`config.mk`:
```
export PLATFORM = sky130hd
export DESIGN_NAME = morse_rx
export DESIGN_NICKNAME = d
export VERILOG_FILES = /design/src/rtl/morse_rx.sv
export SDC_FILE = /design/constraint.sdc
export NUM_CORES = 1
export LEC_CHECK = 0
export CAP_MARGIN = 20
export CORE_ASPECT_RATIO = 1.4
export CORE_MARGIN = 1
export CORE_UTILIZATION = 50
export DETAILED_ROUTE_END_ITERATION = 12
export PLACE_DENSITY = 0.74
export SLEW_MARGIN = 25
export SYNTH_ARGS = -nofsm -noshare
export SYNTH_HDL_FRONTEND = slang
export SYNTH_SLANG_ARGS = --single-unit
```
`constraint.sdc`:
```
create_clock -name clk_morse -period 2.7 [get_ports clk_morse]
set_input_delay 0.405 -clock clk_morse [delete_from_list [all_inputs] [get_ports clk_morse]]
set_output_delay 0.405 -clock clk_morse [all_outputs]
set_load 0.1 [all_outputs]
```
`src/rtl/morse_rx.sv`:
```
// morse_rx: samples a keyed line once per unit tick, classifies mark/space
// run lengths into elements and gaps, and decodes each character to ASCII
// on a valid/ready port with a sticky overrun flag.
module morse_rx #(
  parameter int DOT_MAX  = 2,
  parameter int CHAR_GAP = 3,
  parameter int WORD_GAP = 7,
  parameter int CNT_W    = 4
) (
  input  logic       clk_morse,
  input  logic       arst_n,
  input  logic       morse_in,
  output logic [7:0] ascii_out,
  output logic       ascii_valid,
  input  logic       ascii_ready,
  output logic       decode_err,
  output logic       overrun,
  input  logic       overrun_clr
);

  typedef enum logic [1:0] {IDLE, MARK, GAP, WGAP} state_t;

  localparam logic [CNT_W-1:0] RUN_MAX  = {CNT_W{1'b1}};
  localparam logic [CNT_W-1:0] DOT_LIM  = CNT_W'(DOT_MAX);
  localparam logic [CNT_W-1:0] CGAP_LIM = CNT_W'(CHAR_GAP);
  localparam logic [CNT_W-1:0] WGAP_LIM = CNT_W'(WORD_GAP);

  state_t           r_state;
  logic [CNT_W-1:0] r_run;
  logic [2:0]       r_len;
  logic [5:0]       r_pat;
  logic             r_bad;
  logic             r_word_pend;
  logic [7:0]       r_out;
  logic             r_valid;
  logic             r_err;
  logic             r_ovr;

  // Reverse LUT: {known, ascii}. Patterns are first-element-in-MSB, dash=1.
  function automatic logic [8:0] lut(input logic [2:0] len, input logic [5:0] pat);
    logic [8:0] r;
    r = {1'b0, 8'h3F};
    case ({len, pat})
      {3'd2, 6'd1}:  r = {1'b1, 8'h41}; // A
      {3'd4, 6'd8}:  r = {1'b1, 8'h42}; // B
      {3'd4, 6'd10}: r = {1'b1, 8'h43}; // C
      {3'd3, 6'd4}:  r = {1'b1, 8'h44}; // D
      {3'd1, 6'd0}:  r = {1'b1, 8'h45}; // E
      {3'd4, 6'd2}:  r = {1'b1, 8'h46}; // F
      {3'd3, 6'd6}:  r = {1'b1, 8'h47}; // G
      {3'd4, 6'd0}:  r = {1'b1, 8'h48}; // H
      {3'd2, 6'd0}:  r = {1'b1, 8'h49}; // I
      {3'd4, 6'd7}:  r = {1'b1, 8'h4A}; // J
      {3'd3, 6'd5}:  r = {1'b1, 8'h4B}; // K
      {3'd4, 6'd4}:  r = {1'b1, 8'h4C}; // L
      {3'd2, 6'd3}:  r = {1'b1, 8'h4D}; // M
      {3'd2, 6'd2}:  r = {1'b1, 8'h4E}; // N
      {3'd3, 6'd7}:  r = {1'b1, 8'h4F}; // O
      {3'd4, 6'd6}:  r = {1'b1, 8'h50}; // P
      {3'd4, 6'd13}: r = {1'b1, 8'h51}; // Q
      {3'd3, 6'd2}:  r = {1'b1, 8'h52}; // R
      {3'd3, 6'd0}:  r = {1'b1, 8'h53}; // S
      {3'd1, 6'd1}:  r = {1'b1, 8'h54}; // T
      {3'd3, 6'd1}:  r = {1'b1, 8'h55}; // U
      {3'd4, 6'd1}:  r = {1'b1, 8'h56}; // V
      {3'd3, 6'd3}:  r = {1'b1, 8'h57}; // W
      {3'd4, 6'd9}:  r = {1'b1, 8'h58}; // X
      {3'd4, 6'd11}: r = {1'b1, 8'h59}; // Y
      {3'd4, 6'd12}: r = {1'b1, 8'h5A}; // Z
      {3'd5, 6'd31}: r = {1'b1, 8'h30}; // 0
      {3'd5, 6'd15}: r = {1'b1, 8'h31}; // 1
      {3'd5, 6'd7}:  r = {1'b1, 8'h32}; // 2
      {3'd5, 6'd3}:  r = {1'b1, 8'h33}; // 3
      {3'd5, 6'd1}:  r = {1'b1, 8'h34}; // 4
      {3'd5, 6'd0}:  r = {1'b1, 8'h35}; // 5
      {3'd5, 6'd16}: r = {1'b1, 8'h36}; // 6
      {3'd5, 6'd24}: r = {1'b1, 8'h37}; // 7
      {3'd5, 6'd28}: r = {1'b1, 8'h38}; // 8
      {3'd5, 6'd30}: r = {1'b1, 8'h39}; // 9
      default:       r = {1'b0, 8'h3F};
    endcase
    return r;
  endfunction

  logic [CNT_W-1:0] w_run_inc;
  logic             w_is_dash;
  logic [8:0]       w_lut;
  logic             w_char_err;
  logic             w_emit_char;
  logic             w_emit_sp;
  logic [7:0]       w_emit_data;
  logic             w_accept;

  assign w_run_inc   = (r_run == RUN_MAX) ? r_run : r_run + 1'b1;
  assign w_is_dash   = (r_run > DOT_LIM);
  assign w_lut       = lut(r_len, r_pat);
  assign w_char_err  = r_bad | ~w_lut[8];
  assign w_emit_char = (r_state == GAP)  && !morse_in && (w_run_inc >= CGAP_LIM);
  assign w_emit_sp   = (r_state == WGAP) && !morse_in && (w_run_inc >= WGAP_LIM) && r_word_pend;
  assign w_emit_data = w_emit_sp ? 8'h20 : (w_char_err ? 8'h3F : w_lut[7:0]);
  assign w_accept    = r_valid && ascii_ready;

  // Run-length FSM: builds the element code and decides when a char/space closes.
  always_ff @(posedge clk_morse or negedge arst_n) begin
    if (!arst_n) begin
      r_state     <= IDLE;
      r_run       <= '0;
      r_len       <= '0;
      r_pat       <= '0;
      r_bad       <= 1'b0;
      r_word_pend <= 1'b0;
    end else begin
      case (r_state)
        IDLE: if (morse_in) begin
          r_state <= MARK;
          r_run   <= CNT_W'(1);
        end
        MARK: if (morse_in) begin
          r_run <= w_run_inc;
        end else begin
          // A seventh element cannot be stored; flag the char as bad instead.
          if (r_len == 3'd6) r_bad <= 1'b1;
          else begin
            r_pat <= {r_pat[4:0], w_is_dash};
            r_len <= r_len + 3'd1;
          end
          r_state <= GAP;
          r_run   <= CNT_W'(1);
        end
        GAP: if (morse_in) begin
          r_state <= MARK;
          r_run   <= CNT_W'(1);
        end else if (w_emit_char) begin
          r_len       <= '0;
          r_pat       <= '0;
          r_bad       <= 1'b0;
          r_word_pend <= 1'b1;
          r_state     <= WGAP;
          r_run       <= w_run_inc;
        end else begin
          r_run <= w_run_inc;
        end
        WGAP: if (morse_in) begin
          r_state     <= MARK;
          r_run       <= CNT_W'(1);
          r_word_pend <= 1'b0;
        end else if (w_run_inc >= WGAP_LIM) begin
          r_word_pend <= 1'b0;
          r_state     <= IDLE;
          r_run       <= w_run_inc;
        end else begin
          r_run <= w_run_inc;
        end
        default: r_state <= IDLE;
      endcase
    end
  end

  // Output register: load on emit when the slot is free or draining this edge.
  always_ff @(posedge clk_morse or negedge arst_n) begin
    if (!arst_n) begin
      r_out   <= '0;
      r_valid <= 1'b0;
      r_err   <= 1'b0;
      r_ovr   <= 1'b0;
    end else begin
      r_err <= w_emit_char && w_char_err;
      if (w_emit_char || w_emit_sp) begin
        if (!r_valid || w_accept) begin
          r_out   <= w_emit_data;
          r_valid <= 1'b1;
        end
      end else if (w_accept) begin
        r_valid <= 1'b0;
      end
      // Set wins over clear on the same edge.
      if ((w_emit_char || w_emit_sp) && r_valid && !ascii_ready) r_ovr <= 1'b1;
      else if (overrun_clr)                                        r_ovr <= 1'b0;
    end
  end

  assign ascii_out   = r_out;
  assign ascii_valid = r_valid;
  assign decode_err  = r_err;
  assign overrun     = r_ovr;

endmodule

```
**Word-level counts from Yosys, hierarchy flattened**

Cells that the tools add are included.

- Register bits after elaboration: 28
- Output and inout bits: 11

- Add/subtract/negate cells: 2
- Magnitude comparators: 3
- Equal/unequal tests: 50
- Mux-type cells: 40
- Bitwise logic cells: 2
- Reductions and logical operators: 26

Operators with widths:

| operator | number |
|---|---|
| $pmux 9 s36 | 1 |
| $eq 9x9->1 const B | 22 |
| $eq 9x8->1 const B | 12 |
| $mux 6 | 4 |
| $eq 9x7->1 const B | 2 |
| $mux 4 | 4 |
| $mux 8 | 2 |
| $mux 1 | 13 |
| $mux 2 | 6 |
| $mux 3 | 4 |
| $ne 2x2->1 const B | 6 |
| $pmux 4 s3 | 1 |
| $pmux 6 s2 | 1 |
| $reduce_and 5->1 | 2 |
| $logic_and 1x1->1 | 9 |
| $pmux 2 s4 | 1 |
| $reduce_and 4->1 | 2 |
| $reduce_bool 2->1 | 4 |
| $pmux 3 s2 | 1 |
| $add 4x1->4 const B | 1 |
| $eq 2x2->1 const B | 2 |
| $eq 4x4->1 const B | 1 |
| $ge 4x2->1 const B | 1 |
| $ge 4x3->1 const B | 1 |
| other kinds (15) | 20 |

**Logic depth before layout (Yosys ltp)**

Gate-level depths: netlist (run 1).

- Depth after elaboration: 9
- Mapped depth: 9
- Depth with buffers taken out: 8

**Worst setup path after synthesis (run 1)**

OpenSTA, ideal clock, no wires.

- Path kind: register to register
- Start: register r_len[0]
- End: register r_out[6] (netlist: ascii_out[6])
- Library setup time: 0.120 ns
- Data arrival time: 1.969 ns
- Data required time: 2.580 ns
- Path slack: 0.611 ns
- Cell stages (with the launch flop): 9
- Buffers on the path: 0
- Clock period less this slack: 2.089 ns
- Path through: dfrtp_1 > inv_1 > ha_1 > and4bb_2 > and3_1 > or3_1 > nor3_4 > a211oi_2 > a21o_1

- Longest elaborated chain between the ends: 6
- Elaborated cells on any way between the ends: 41

RTL lines:

| what | RTL line | RTL |
|---|---|---|
| start, declared | 30 | `logic [2:0] r_len;` |
| start signal, assigned | 125 | `r_len <= r_len + 3'd1;` |
| $eq 9x9->1, or another cell as far along | 43 | `case ({len, pat})` |
| $pmux 9 s36 * | 43 |  |
| $not 1->1 | 97 | `assign w_char_err = r_bad \| ~w_lut[8];` |
| $or 1x1->1 | 97 |  |
| $mux 8 * (2 in a row) | 100 | `assign w_emit_data = w_emit_sp ? 8'h20 : (w_char_err ? 8'h3F : w_lut[7:0]);` |
| end signal, assigned | 170 | `r_out <= w_emit_data;` |
| end, declared | 34 | `logic [7:0] r_out;` |

Mark *: on every way between the ends. The rest lies on a longest branch, timed or not.
A chain may end at the register's enable or synchronous reset.

**Final worst setup path (run 1)**

- Start: register r_run[0]
- End: register r_out[3] (netlist: ascii_out[3])

- Longest elaborated chain between the ends: 7
- Elaborated cells on any way between the ends: 11

RTL lines:

| what | RTL line | RTL |
|---|---|---|
| start, declared | 29 | `logic [CNT_W-1:0] r_run;` |
| start signal, assigned | 119 | `r_run <= w_run_inc;` |
| start signal, assigned | 139 | `r_run <= w_run_inc;` |
| start signal, assigned | 141 | `r_run <= w_run_inc;` |
| $add 4x1->4 / $eq 4x4->1 (equally long branches) | 94 | `assign w_run_inc = (r_run == RUN_MAX) ? r_run : r_run + 1'b1;` |
| $mux 4 * | 94 |  |
| $ge 4x3->1 | 99 | `assign w_emit_sp = (r_state == WGAP) && !morse_in && (w_run_inc >= WGAP_LIM) && r_word_pend;` |
| $logic_and 1x1->1 (2 in a row) | 99 |  |
| $logic_or 1x1->1 | 168 | `if (w_emit_char \|\| w_emit_sp) begin` |
| $reduce_and 2->1 (no source line) | - |  |

Marked as above.

==> flow_metrics.py, run 1 <==
metrics = {
    "outcome": {
        "outcome": "finished, final reports clean",
    },
    "clocking": {
        "root_buffer": "clkbuf_8",
        "clk_latency_ps": 270,
        "hold_buffers": 0,
        "cts_made_buffers": 3,
        "cts-resized-gates": 0,
        "tritoncts_num_sinks": 27,
        "cts_setup_buffers": 0,
        "htreeDepth": 1,
        "cts_tree": "built",
        "clkTransAtPathRegs_ps": 100,
        "clockBufferDepth": 2,
    },
    "synthesis": {
        "synth_ff_type": "dfrtp_1",
        "synth_top_area_share_pct": 31.14,
        "yosysWarnings": 0,
        "postSynth.asyncResetShare_pct": 100.0,
        "synth_nets": 291,
        "yosysUniqueCellTypes": 58,
        "postSynthAreaPerCell_um2": 7.749,
        "ys_ff_latch": 27,
        "synth_top_area_cell": "dfrtp_1",
        "synth_edf_count": 0,
        "synthTopCellsByArea": "dfrtp_1, nand2_1, o21ai_0",
        "synthCells": 280,
        "ys_seq_area_share_pct": 31.14,
        "syn_area_um2": 2170,
    },
    "critical_path": {
        "crit_buf_inv": 1,
        "r2r_cells": 8,
        "end_kind": "flip-flop",
        "cp.arrival_ps": 2550,
        "critPathCapture": "ascii_out[3]$_DFFE_PN0P_",
        "cpPeakStageDelay_ps": 490,
        "critPathLaunchType": "flip-flop",
        "cp_slowest_cell": "dfrtp_1",
        "critPathTopFamily": "simple AND/OR/NAND/NOR gates",
        "crit_start": "r_run[0]$_DFFE_PN0P_",
        "reg2reg_slack_ps": 340,
        "crit_required_ps": 2890,
        "r2r-start": "r_run[0]$_DFFE_PN0P_",
        "r2r-end": "ascii_out[3]$_DFFE_PN0P_",
        "worstSetupPathType": "reg2reg",
        "critical_path_depth": 8,
        "critPathMaxFanout": 9,
        "crit_chain": "inv_1 -> ha_1 -> nor2_1 -> a2111oi_4 -> nor3_2 -> nand2_1 -> or3_1 -> o211ai_1",
    },
    "floorplanning": {
        "fp.dieH_um": 79.94,
        "core_area_um2": 4204,
        "io_pins": 16,
        "die_w_um": 57.67,
        "fp-row-count": 28,
        "initial_core_util_pct": 51.61,
        "dieArea_um2": 4610,
    },
    "route": {
        "drt_first_pass_iters": 4,
        "wire_per_inst_um": 15.33,
        "routed_wl_um": 4981,
        "vias_per_cell": 6.163,
        "antenna_left": 0,
        "route.vias.total": 2003,
        "drc": 0,
        "drt-initial-drc-count": 111,
    },
    "timing": {
        "fin_setup_tns_ps": 0,
        "whs_ps": 489.9,
        "max_freq_ghz": 0.4245,
        "slew_viol_final": 0,
        "worst_slew_pin_slew_ps": 602.3,
        "hold_viol": 0,
        "setup_violations": 0,
        "post-route-period-util_pct": 87.25,
        "clock_skew_ps": 6.128,
        "rsz0062_at_grt": "no",
        "fin_crit_ps": 2356,
        "slew_headroom_pct": 59.85,
    },
    "grt": {
        "grt_antenna_before_repair": 0,
        "grt_pass1_vias": 1830,
        "grt_pass1_wl_um": 8549,
        "grt_max_degree": 28,
        "gr-usage-all-layers_pct": 23.48,
        "grt_remaining_overflow": 0,
    },
    "run": {
        "cap_violations": 0,
    },
    "finish": {
        "num_antenna_cells": 0,
        "syn_to_final_growth_pct": 7.093,
        "fill_cells": 417,
        "nets": 292,
        "layout-drive-gt1-share_pct": 12.50,
    },
    "worst_hold_path": {
        "worstHoldPathType": "in2async",
    },
    "power": {
        "power.density_nw_per_um2": 1209,
        "irDropWorstVdd_mv": 0.6888,
        "power.leakage_uw": 0.0009449,
    },
    "placement": {
        "dpl.hpwl_um": 3735,
        "io_buffers": 14,
        "place_congestion": 1.043,
    },
}
-- cell usage after synthesis, drive strengths merged (6+ instances only) --
cell type,number
nand2,39
dfrtp,27
o21ai,27
nor2,18
nor3,18
buf,13
clkbuf,13
a21oi,12
nand2b,11
nand3,9
inv,7
a211oi,6
ha,6
-- logic make-up (layout without fill, tap and decap cells) --
kind of cell,Yosys count,after routing,synth area share [%]
and+or+nand+nor,139,139,35.12
AOI/OAI and AO/OA,71,71,21.68
buffers and inverters,33,33,7.035
DFF,27,27,31.14
adders and majority gates,6,6,3.460
muxes,2,2,0.9804
other,1,1,0.1728
xor gates and xnor gates,1,1,0.4038
-- cells in the final DEF, fill, tap and decap left out, types with 2 or more instances in the layout --
cell type | Yosys | final
a21oi_1 | 12 | 12
and2_1 | 2 | 2
nand4_1 | 3 | 3
o21ai_0 | 24 | 24
clkbuf_8 | 0 | 3
a21o_1 | 3 | 3
nor3_1 | 16 | 16
nor2b_1 | 5 | 5
a221o_1 | 2 | 2
dfrtp_1 | 27 | 27
nand3_1 | 9 | 9
or4_1 | 2 | 2
a211oi_1 | 5 | 5
nor4b_1 | 2 | 2
a22oi_1 | 2 | 2
nand4b_1 | 2 | 2
o22ai_1 | 4 | 4
o32ai_1 | 2 | 2
or4b_1 | 2 | 2
ha_1 | 6 | 6
o21bai_1 | 2 | 2
clkdlybuf4s50_1 | 0 | 4
buf_4 | 2 | 18
o211ai_1 | 3 | 3
and3_1 | 3 | 3
nand2_1 | 39 | 39
nor4_1 | 5 | 5
inv_1 | 7 | 7
nor2_1 | 18 | 18
nand2b_1 | 11 | 11
nand3b_1 | 4 | 4
o21ai_1 | 3 | 3
or2_2 | 5 | 5
or3_1 | 3 | 3
-- worst min-delay path by stage --
stage          slack, ps                  endpoint
4_1_cts              490  ascii_out[0]$_DFFE_PN0P_
3_3_place_gp         480  ascii_out[4]$_DFFE_PN0P_
3_5_place_dp         480  ascii_out[6]$_DFFE_PN0P_
2_1_floorplan        110  ascii_out[0]$_DFFE_PN0P_
5_1_grt              520  ascii_out[4]$_DFFE_PN0P_
6_report             490  ascii_out[4]$_DFFE_PN0P_
-- cell type report --
cell class                 instances  area, um2  share of cell area [%]
multi-input combinational        220       1341                   57.73
sequential                        27      675.6                   29.08
timing repair buffer              22      175.2                   7.539
tap                               45      56.30                   2.423
clock buffer                       3      41.29                   1.777
inverter                           7      26.28                   1.131
clock inverter                     1      7.507                  0.3231
-- state kept, by name, indices dropped and copies added (netlist names) --
register     count
ascii_out        7
ascii_valid      1
decode_err       1
overrun          1
r_word_pend      1
r_bad            1
r_run            4
r_pat            6
r_len            3
r_state          2
-- stage by stage --
stage | util [%] | cells | worst slack (ps) | area (um2) | power, uW
2_1_floorplan | - | 280 | 611.2 | 2170 | 2198
3_3_place_gp | 54.11 | 321 | 348.7 | 2275 | 2561
3_5_place_dp | 54.11 | 321 | 336.7 | 2275 | 2572
4_1_cts | 55.27 | 325 | 331.0 | 2323 | 2811
5_1_grt | 55.27 | 325 | 119.8 | 2323 | 3026
6_report | 55.27 | 325 | 344.4 | 2323 | 2808
-- routing by layer --
layer  global-route usage (%)  vias up  wire length [um]
met1                    30.02      917              2091
met4                    11.19        0               152
met2                    38.84       61              2539
met3                    2.917       17               198
li1                         -     1008                 -
met5                        0        -                 0
-- worst reg2reg max path, cell delays in order (launching register included) --
cell	delay, ps
dfrtp_1	490
inv_1	80
ha_1	330
nor2_1	180
a2111oi_4	80
nor3_2	360
nand2_1	250
or3_1	410
o211ai_1	100
-- where the power goes --
group          internal [uW]  switching, uW  total, uW
clock                    105            129        234
combinational            588           1150       1740
sequential               548            286        835
total                   1240           1570       2810
(Power assumes the default switching activity.)
==> inputs of run 2 (changes only) <==
Settings changed: ABC_AREA set to 1.
==> run 2 against run 1 <==
  * Die area shrank 3.2%
  * Via count shrank 1.2%
  * Fmax grew 15%
  * Flip-flop and latch count is the same
  * Register-to-register slack gained 310 ps
  * Routed wire length shrank 2.0%
  * Utilization grew 2.2 points
  * Global-route usage grew 1.2 points
  * Clock-buffer cell count grew 1
==> flow_metrics.py, run 2 <==
metrics = {
    "critical_path": {
        "worstSetupPathType": "reg2reg",
        "critPathMaxFanout": 15,
        "cp.arrival_ps": 2250,
        "r2r-start": "r_run[1]$_DFFE_PN0P_",
        "crit_required_ps": 2900,
        "crit_start": "r_run[1]$_DFFE_PN0P_",
        "end_kind": "flip-flop",
        "critPathLaunchType": "flip-flop",
    },
    "route": {
        "antenna_left": 0,
        "drc": 0,
        "drt_first_pass_iters": 4,
        "drt-initial-drc-count": 71,
        "route.vias.total": 1978,
        "routed_wl_um": 4883,
        "wire_per_inst_um": 13.09,
        "vias_per_cell": 5.303,
    },
    "synthesis": {
        "synth_top_area_share_pct": 32.22,
        "yosysUniqueCellTypes": 32,
        "synth_ff_type": "dfrtp_1",
        "synthMostInstantiatedCell": "nand2_1",
        "ys_seq_area_share_pct": 32.22,
        "synth_top_area_cell": "dfrtp_1",
        "yosysWarnings": 0,
        "synthTopCellsByArea": "dfrtp_1, nand2_1, nor2_1",
        "ys_ff_latch": 27,
        "postSynthAreaPerCell_um2": 6.678,
        "synthTopCellsByCount": "nand2_1, nor2_1, inv_1",
        "synth_nets": 325,
        "synthCells": 314,
        "postSynth.asyncResetShare_pct": 100.0,
        "syn_area_um2": 2097,
        "synth_edf_count": 0,
    },
    "floorplanning": {
        "dieArea_um2": 4461,
        "initial_core_util_pct": 52.61,
        "fp.dieH_um": 78.63,
        "die_w_um": 56.74,
        "io_pins": 16,
        "core_area_um2": 3986,
        "fp-row-count": 27,
    },
    "placement": {
        "dpl.hpwl_um": 4016,
        "io_buffers": 14,
        "place_congestion": 0.9571,
        "numPlacedInstances": 369,
        "placed_area_um2": 2247,
        "pre_cts_slack_ps": 573.9,
    },
    "grt": {
        "grt_pass1_wl_um": 8652,
        "grt_remaining_overflow": 0,
        "grt_antenna_before_repair": 0,
        "grt_pass1_vias": 2013,
        "grt_max_degree": 28,
        "gr-usage-all-layers_pct": 24.64,
    },
    "run": {
        "cap_violations": 0,
    },
    "clocking": {
        "clk_latency_ps": 270,
        "clkTransAtPathRegs_ps": 80,
        "cts_tree": "built",
        "tritoncts_num_sinks": 27,
        "htreeDepth": 1,
        "cts_setup_buffers": 0,
        "hold_buffers": 0,
        "cts_made_buffers": 3,
        "cts-resized-gates": 0,
        "clockBufferDepth": 2,
        "root_buffer": "clkbuf_8",
    },
    "power": {
        "power_uw": 2745,
        "power.density_nw_per_um2": 1197,
        "power.leakage_uw": 0.001211,
        "irDropWorstVdd_mv": 0.6919,
    },
    "outcome": {
        "outcome": "finished, final reports clean",
    },
    "finish": {
        "layout-drive-gt1-share_pct": 16.97,
        "instances_no_fill": 373,
        "largest_reg_flops": 7,
        "syn_to_final_growth_pct": 9.308,
        "layout_commonest_cell": "nand2_1",
        "nets": 342,
        "final_cell_mix": "nand2_1, nor2_1, inv_1",
        "num_antenna_cells": 0,
        "final_area_um2": 2292,
    },
    "timing": {
        "max_freq_ghz": 0.4882,
        "final.setup.worst_slack_ps": 651.6,
        "clock_skew_ps": 1.395,
        "setup_violations": 0,
        "hold_viol": 0,
        "fin_crit_ps": 2048,
        "rsz0062_at_grt": "no",
        "post-route-period-util_pct": 75.87,
        "slew_viol_final": 0,
        "fin_setup_tns_ps": 0,
    },
    "worst_hold_path": {
        "hp-start": "r_word_pend$_DFFE_PN0P_",
        "worstHoldPathType": "reg2reg",
    },
}
run 2: changes by cell type after synthesis, moves of 11 or more:
cell      before  now
nand3_1        9   26
o21ai_0       24    8
inv_1          7   30
nor3_1        16    4
nand2_1       39   90
nor2_1        18   53
clkbuf_1      11    0
nand2b_1      11    0
run 2: layer usage:
metal / vias up / GRT usage, % / part of all wire [%]
met1: 907 / 28.60 / 41
met3: 14 / 1.153 / 1.4
met5: - / 0 / 0
met2: 38 / 45.48 / 54
met4: 0 / 12.20 / 3.6
li1: 1019 / - / -
run 2: layout make-up:
type	instances	area, um2
well taps	43	53.80
fillers	406	1694
repair buffers	16	130.1
flip-flops and latches	27	675.6
multi-input cells	242	1234
clock buffers	4	45.04
inverters	41	153.9
run 2: worst paths after layout:
| check | endpoint | slack [ps] | cells past startpoint |
|---|---|---|---|
| max in group asynchronous | ascii_out[3]$_DFFE_PN0P_ | 1950 | 2 |
| hold reg to reg | r_word_pend$_DFFE_PN0P_ | 480 | 2 |
| setup reg to reg | r_pat[2]$_DFFE_PN0P_ | 650 | 9 |
| setup / recovery | r_pat[2]$_DFFE_PN0P_ | 650 | 9 |
| min in group asynchronous | r_run[2]$_DFFE_PN0P_ | 500 | 2 |
| hold / removal | r_word_pend$_DFFE_PN0P_ | 480 | 2 |
run 2: report_power, final:
group / switching [uW] / internal [uW]
combinational: 1320 / 505
sequential: 151 / 549
clock: 116 / 106
total: 1580 / 1160
run 2: worst max-delay path: stages (launching register included):
cell,delay [ps]
dfrtp_1,440
ha_1,240
nand3_2,140
xor2_1,240
nor2_2,80
nor2_4,170
nor2_8,60
o21ai_4,410
nand2_1,130
o21ai_2,70
run 2: cells by family after synthesis:
family                     Yosys count  share of synthesized area [%]
AOI/OAI and AO/OA                   31                          10.20
and+or+nand+nor                    201                          43.62
xor gates and xnor gates             3                          1.253
adders and majority gates            6                          3.580
DFF                                 27                          32.22
other                                1                         0.1788
buffers and inverters               45                          8.950
run 2: through the flow:
step                      hold slack [ps]  utilization [%]
after floorplan                     109.4                -
after global placement              463.2            56.37
after detailed placement            462.4            56.37
after CTS                           480.3            57.50
after global routing                503.1            57.50
final                               477.1            57.50
